`config.mk`:
```
export PLATFORM = sky130hd
export DESIGN_NAME = mul_issue_ctrl
export DESIGN_NICKNAME = d
export VERILOG_FILES = /design/src/rtl/mul_issue_ctrl.sv
export SDC_FILE = /design/constraint.sdc
export NUM_CORES = 1
export LEC_CHECK = 0
export CAP_MARGIN = 10
export CORE_UTILIZATION = 40
export DETAILED_ROUTE_END_ITERATION = 6
export HOLD_SLACK_MARGIN = 0.12
export PLACE_DENSITY = 0.72
export SYNTH_ARGS = -nofsm -noshare
export SYNTH_HDL_FRONTEND = slang
export SYNTH_SLANG_ARGS = --single-unit
```
`constraint.sdc`:
```
create_clock -name clk -period 3.3 [get_ports clk]
set_clock_uncertainty 0.15 [all_clocks]
set_input_delay 0.66 -clock clk [delete_from_list [all_inputs] [get_ports clk]]
set_output_delay 0.66 -clock clk [all_outputs]
set_load 0.01 [all_outputs]
```
`src/rtl/mul_issue_ctrl.sv`:
```
// Issue controller for an external LAT-cycle 4x4 multiplier with a credit-guarded, in-order result FIFO.
// Optional running product accumulator is built only when MUL_ISSUE_ACC_EN is defined.
module mul_issue_ctrl #(
  parameter int LAT   = 4,
  parameter int DEPTH = 4
) (
  input  logic        clk,
  input  logic        rst_n,
  input  logic        in_valid,
  output logic        in_ready,
  input  logic [3:0]  in_a,
  input  logic [3:0]  in_b,
  output logic [3:0]  mul_a,
  output logic [3:0]  mul_b,
  input  logic [7:0]  mul_p,
  output logic        out_valid,
  input  logic        out_ready,
  output logic [7:0]  out_p,
  output logic [3:0]  inflight,
  output logic [11:0] acc,
  input  logic        acc_clr
);
  localparam int AW = $clog2(DEPTH);
  localparam int CW = AW + 1;

  logic           accept;
  logic           capture;
  logic           pop;
  logic [LAT-1:0] vpipe;
  logic [7:0]     mem [DEPTH];
  logic [AW-1:0]  wr_ptr;
  logic [AW-1:0]  rd_ptr;
  logic [CW-1:0]  count;
  logic [3:0]     inflight_q;
  logic [5:0]     credit_used;

  // Every issued product already owns a FIFO slot, so a capture can never find the FIFO full.
  assign credit_used = 6'(count) + 6'(inflight_q);
  assign in_ready    = rst_n && (credit_used < 6'(DEPTH));
  assign accept      = in_valid && in_ready;
  assign capture     = vpipe[LAT-1];
  assign out_valid   = (count != '0);
  assign pop         = out_valid && out_ready;
  assign out_p       = out_valid ? mem[rd_ptr] : 8'd0;
  assign inflight    = inflight_q;

  always_ff @(posedge clk or negedge rst_n) begin
    if (!rst_n) begin
      mul_a <= '0;
      mul_b <= '0;
    end else if (accept) begin
      mul_a <= in_a;
      mul_b <= in_b;
    end
  end

  always_ff @(posedge clk or negedge rst_n) begin
    if (!rst_n) begin
      vpipe <= '0;
    end else begin
      vpipe <= (vpipe << 1) | LAT'(accept);
    end
  end

  always_ff @(posedge clk) begin
    if (capture) begin
      mem[wr_ptr] <= mul_p;
    end
  end

  always_ff @(posedge clk or negedge rst_n) begin
    if (!rst_n) begin
      wr_ptr <= '0;
      rd_ptr <= '0;
      count  <= '0;
    end else begin
      if (capture) begin
        wr_ptr <= wr_ptr + AW'(1);
      end
      if (pop) begin
        rd_ptr <= rd_ptr + AW'(1);
      end
      case ({capture, pop})
        2'b10:   count <= count + CW'(1);
        2'b01:   count <= count - CW'(1);
        default: count <= count;
      endcase
    end
  end

  always_ff @(posedge clk or negedge rst_n) begin
    if (!rst_n) begin
      inflight_q <= '0;
    end else begin
      case ({accept, capture})
        2'b10:   inflight_q <= inflight_q + 4'd1;
        2'b01:   inflight_q <= inflight_q - 4'd1;
        default: inflight_q <= inflight_q;
      endcase
    end
  end

`ifdef MUL_ISSUE_ACC_EN
  // Clear wins over an add landing on the same edge.
  always_ff @(posedge clk or negedge rst_n) begin
    if (!rst_n) begin
      acc <= '0;
    end else if (acc_clr) begin
      acc <= '0;
    end else if (capture) begin
      acc <= acc + {4'd0, mul_p};
    end
  end
`else
  logic unused_acc_clr;
  assign unused_acc_clr = acc_clr;
  assign acc = '0;
`endif

`ifndef SYNTHESIS
  always @(posedge clk) begin
    if (rst_n) begin
      assert (!(capture && !pop && (count == CW'(DEPTH))));
    end
  end
`endif

endmodule

```
==> results.txt, run 1 <==
Die area -> 6544 um^2
Clk_lat worst skew -> 300 ps
Row count -> 28
Async SR Flop Fraction -> 41.82%
Clk pwr share -> 14.0%
TritonCTS clock tree -> yes
Final setup viols -> 0
Final Hold Fails -> 0
Grt ovf -> 0
WP buf/inv -> 0
Post-Syn Instances -> 159
Crit. End Element -> flip-flop
Switching Share -> 31.49%
Post-synthesis sequential area ratio -> 61.71%
Routed vias/inst -> 4.622
Area of the multi-input gates -> 888.4 um^2
Most used cell, CP -> or4b_4
I/O pins -> 55
Worst min path class -> flip-flop to flip-flop
Post-CTS setup repair buffer count -> 0
Max VDD drop -> 0.0003843 V
Syn Area/Cell -> 15.66 um^2
Synth area leaders -> edfxtp_1 39%, dfrtp_1 23%, mux4_2 7.2%, ha_1 5.0%, mux2_4 4.8%
GRT Util Overall -> 13.68%
Root Buffer -> clkbuf_8
Nets -> 243
PortBufs -> 41
Detailed placement HPWL -> 2.877 mm
Crit Path Category -> flip-flop to flip-flop
Internal Power -> 1717 uW
Status -> finished, final reports clean
CP Data Required Time -> 3330 ps
RSZ-0062 raised after global routing -> no
Cts-stage hold buffer count -> 0
Wire per inst -> 14.04 um
CP arrival -> 3180 ps
CP max stage delay -> 520 ps
Post-synthesis register bit count -> 55
Logic pwr share -> 45.7%
Clk sinks -> 55
Gp weighted congestion -> 0.7150
Synth cell types -> 31
Worst setup SP type -> flip-flop
PwrDens -> 801.7 nW/um^2
Area growth syn-to-layout -> 25.53%
PnR worst setup slack -> 150.5 ps
Vias in the first global route -> 1287
Post-synth EDFFs -> 32
Synthesized area -> 2490 um^2
Power, Total -> 2506 uW
Reg clk slew, reported paths -> 90 ps
Ys flop type -> edfxtp_1
Antenna Nets Post-Route -> 0
DR DRC count -> 0
Initial core utilization -> 41.81%
Core area -> 5956 um^2
Initial DRC count -> 25
Yosys warns -> 0
CP Max Fanout -> 4
Pre-CTS WS -> -386.3 ps
Max capacitance violation total -> 0
Final wirelength -> 4.015 mm
Final Critical Period -> 3150 ps
Fill cell count -> 496
Number of buffers created by CTS -> 5
FMAX -> 317.5 MHz
Final Cycle Share -> 95.44%
CP max-delay cell -> or4b_4
Cell taking the most area after synthesis -> edfxtp_1
Synth top area share -> 38.59%
Maximum root-to-sink buffer count -> 2
DIE HEIGHT -> 80.90 um
Crit-path leading delay family -> simple AND/OR/NAND/NOR gates
Number of antenna repair diodes -> 0
CTS H-tree lvls -> 2
Sequential share of power -> 40.3%
Overall via count from detail_route -> 1322
Router iterations before antenna repair -> 4
Share of layout cells above drive strength 1 -> 18.96%
P_leak -> 0.001240 uW
Initial antenna violation count -> 0
Most frequent cells after synthesis -> 32 x edfxtp_1, 23 x dfrtp_1, 13 x and2_1, 12 x buf_4, 11 x inv_1
NetSw -> 788.9 uW
Register Area -> 1538 um^2
First-pass GRT wire length -> 6.513 mm
Final Max Tran Viols -> 0
Most common cell in the netlist -> edfxtp_1
Critical path cell sequence -> ha_1, or4b_4, or4b_4, ha_4, ha_4, or4b_4, o311ai_1, o211ai_1
Die W -> 80.90 um
Largest net degree at the start of global routing -> 24
## power groups by stage
stage	logic, uW	clock network, uW	registers [uW]
finish	1140	351	1010
CTS	1150	363	1010
detailed placement	1130	0	1030
global route	1260	383	1040
floorplan	656	0	1020
global placement	1110	0	1020
## area by class of cell
class / count / area share [%]
repair buffers: 50 / 15.37
clock buffers: 5 / 2.202
well taps: 75 / 3.002
flip-flops and latches: 55 / 49.20
multi-input cells: 87 / 28.42
inverters: 11 / 1.321
clock inverters: 3 / 0.4804
## layout by cell type (no fill, tap or decap), types with 5 or more instances in the layout
cell,count
xor2_1,5
conb_1,12
edfxtp_1,32
mux4_2,8
ha_1,7
mux2_4,8
inv_1,11
clkdlybuf4s50_1,40
clkbuf_8,5
dfrtp_1,22
and2_1,13
buf_4,9
## path summary, 6_finish.rpt
check                      slack [ps]  startpoint           to  cells past startpoint
hold / removal                    210    vpipe[2]     vpipe[3]                      0
min in group asynchronous         260       rst_n     mul_a[2]                      2
setup / recovery                  150    count[2]  inflight[3]                      8
max in group asynchronous        2500       rst_n  inflight[2]                      2
setup reg to reg                  150    count[2]  inflight[3]                      8
hold reg to reg                   210    vpipe[2]     vpipe[3]                      0
## repair_timing
item	4_1_cts	5_1_grt
setup endpoints to repair	1	1
resized for setup	2	3
pin swaps	1	1
## cell families after synthesis
kind of cell | count (synthesis) | share of synthesized area [%]
AND/OR/NAND/NOR | 29 | 7.286
AO/OA/AOI/OAI | 8 | 2.111
flip-flops | 55 | 61.71
XOR/XNOR | 8 | 2.814
buffers and inverters | 28 | 6.382
multiplexers | 18 | 12.91
adder cells (fa/ha/maj) | 12 | 6.633
other | 1 | 0.1506
## registers in the layout (all words and copies together) (netlist names)
signal,count
vpipe,4
rd_ptr,2
inflight,4
wr_ptr,2
count,3
mul_a,4
mul_b,4
mem,32
## stage by stage
step	TNS (ps)	instance area (um^2)	util, %	cells	hold slack [ps]
6_report	0	3126	52.48	286	206.2
5_1_grt	0	3126	52.48	286	217.7
4_1_cts	0	3107	52.16	286	208.0
3_5_place_dp	-618.8	3015	50.63	278	186.4
3_3_place_gp	-504.3	3015	50.63	278	184.6
2_1_floorplan	0	2561	-	170	181.2
## metal layers
metal | vias up | routed length, um | global-route usage [%]
li1 | 647 | - | -
met1 | 641 | 1878 | 18.24
met2 | 28 | 1944 | 21.26
met3 | 6 | 112 | 3.034
met4 | 0 | 80 | 6.429
met5 | - | 0 | 0
Power figures use the tool's default switching activity.
==> run 2: changes to the inputs <==
--- a/config.mk
+++ b/config.mk
@@ -6,10 +6,12 @@
 export NUM_CORES = 1
 export LEC_CHECK = 0
 export CAP_MARGIN = 10
-export CORE_UTILIZATION = 40
+export CELL_PAD_IN_SITES_DETAIL_PLACEMENT = 1
+export CELL_PAD_IN_SITES_GLOBAL_PLACEMENT = 1
+export CORE_UTILIZATION = 37
 export DETAILED_ROUTE_END_ITERATION = 6
 export HOLD_SLACK_MARGIN = 0.12
-export PLACE_DENSITY = 0.72
+export PLACE_DENSITY = 0.79
 export SYNTH_ARGS = -nofsm -noshare
 export SYNTH_HDL_FRONTEND = slang
 export SYNTH_SLANG_ARGS = --single-unit
==> run 2 against run 1 <==
  * Highest routed layer unchanged
  * Largest cell class unchanged
  * Critical path depth is the same
  * Wire length increased by 21%
  * The run now ends with DRC left
  * Combinational power rose by 4%
  * Sequential power barely moved
  * Maximum frequency fell by 2.1%
  * Worst hold slack gained 0.93 ps
  * Non-clock buffer count is 1 higher
  * First-iteration DRC count grew to 3.6 times the previous value
==> results.txt, run 2 (synthesis results as in run 1) <==
CP Data Required Time -> 3380 ps
P_leak -> 0.001260 uW
Gp weighted congestion -> 0.7740
Crit. End Element -> flip-flop
DIE HEIGHT -> 84.04 um
Final wirelength -> 4.840 mm
Power, Total -> 2649 uW
Largest net degree at the start of global routing -> 24
Maximum root-to-sink buffer count -> 2
Crit Path Category -> flip-flop to flip-flop
Design area -> 3152 um^2
Commonest non-fill, non-tap cell in the layout -> clkdlybuf4s50_1
Worst reg-to-reg path cell count -> 8
GRT Util Overall -> 14.95%
Final Cycle Share -> 97.51%
First-pass GRT wire length -> 7.928 mm
Detailed placement HPWL -> 3.625 mm
CP max-delay cell -> or4b_4
Max capacitance violation total -> 0
Row count -> 29
Initial antenna violation count -> 0
Grt ovf -> 0
TritonCTS clock tree -> yes
Number of buffers created by CTS -> 5
Overall via count from detail_route -> 1391
Final setup viols -> 0
Max reg flops -> 32
CP Max Fanout -> 3
Status -> finished with violations
Nets -> 244
DR DRC count -> 15
Vias in the first global route -> 1573
Cts-stage hold buffer count -> 0
Final std cells w/o fill -> 289
Clk_lat worst skew -> 300 ps
Router iterations before antenna repair -> 7
PwrDens -> 840.4 nW/um^2
Commonest non-fill, non-tap cells in the layout -> 40 x clkdlybuf4s50_1, 32 x edfxtp_1, 22 x dfrtp_1, 13 x and2_1, 12 x conb_1
Fin util -> 49.07%
Biggest register -> mem
CP arrival -> 3290 ps
Share of layout cells above drive strength 1 -> 19.81%
CP max stage delay -> 550 ps
Post-DP Area -> 3018 um^2
Wire per inst -> 16.75 um
Max VDD drop -> 0.0003132 V
Final Max Tran Viols -> 0
Reg clk slew, reported paths -> 100 ps
CTS H-tree lvls -> 2
PortBufs -> 41
Routed vias/inst -> 4.813
Hold path cells -> 0
Critical path cell sequence -> ha_1, or4b_4, or4b_4, ha_4, ha_1, a21oi_2, mux2_2, o211ai_1
FMAX -> 310.8 MHz
Placed insts -> 280
Final Critical Period -> 3218 ps
Worst setup SP type -> flip-flop
Die W -> 84.04 um
Area growth syn-to-layout -> 26.58%
Failing checks -> DRC
Final Hold Fails -> 0
Root Buffer -> clkbuf_8
Clk sinks -> 55
Number of antenna repair diodes -> 0
Initial DRC count -> 89
Worst min path class -> flip-flop to flip-flop
I/O pins -> 55
Antenna Nets Post-Route -> 0
Initial core utilization -> 38.77%
Die area -> 7062 um^2
Core area -> 6422 um^2
run 2: power breakdown:
group	internal (uW)	total, uW	switching (uW)
Sequential	887	1040	149
Clock	222	431	209
Combinational	699	1180	483
Total	1810	2650	841
run 2: area by class of cell:
type	instances	area, um^2
Timing Repair Buffer	51	488.0
Multi-Input combinational cell	87	880.8
Clock buffer	5	68.82
Fill cell	649	3271
Tap cell	77	96.34
Sequential cell	55	1538
Clock inverter	3	38.79
Inverter	11	41.29
run 2: layer usage:
layer  GRT usage [%]  vias up  wire, um  part of all wire, %
li1                -      646         -                    -
met1           16.39      698      1864                   39
met2           27.50       36      2650                   55
met3           3.165       11       179                  3.7
met4           6.897        0       145                  3.0
met5               0        -         0                    0
run 2: per-stage QoR:
step | setup WS [ps] | hold slack, ps | TNS [ps]
after floorplan | 2.814 | 181.2 | 0
after global placement | -363.7 | 181.5 | -500.1
after detailed placement | -405.1 | 186.3 | -636.4
after CTS | 0.9619 | 208.4 | 0
after global routing | -37.94 | 214.3 | -37.94
final | 82.28 | 207.1 | 0
run 2: worst paths after layout:
kind	from	to	slack [ps]
setup / recovery	count[2]	inflight[3]	80
hold / removal	vpipe[1]	vpipe[2]	210
setup reg to reg	count[2]	inflight[3]	80
hold reg to reg	vpipe[1]	vpipe[2]	210
max in group asynchronous	rst_n	inflight[2]	2500
min in group asynchronous	rst_n	mul_b[0]	240
run 2: what timing repair did:
action | in CTS | in global routing
gates resized for setup | 2 | 3
pin swaps | 1 | 2
endpoints found under the hold margin | 0 | 0
buffers inserted | 0 | 1
endpoints found under the setup margin | 1 | 2
run 2: worst max-delay path: cells and delay by family, from the launching register on:
family	cells	cell delay (ps)
multiplexers	1	350
adder cells (fa/ha/maj)	3	810
AO/OA/AOI/OAI	2	350
AND/OR/NAND/NOR	2	1050
flip-flops	1	420
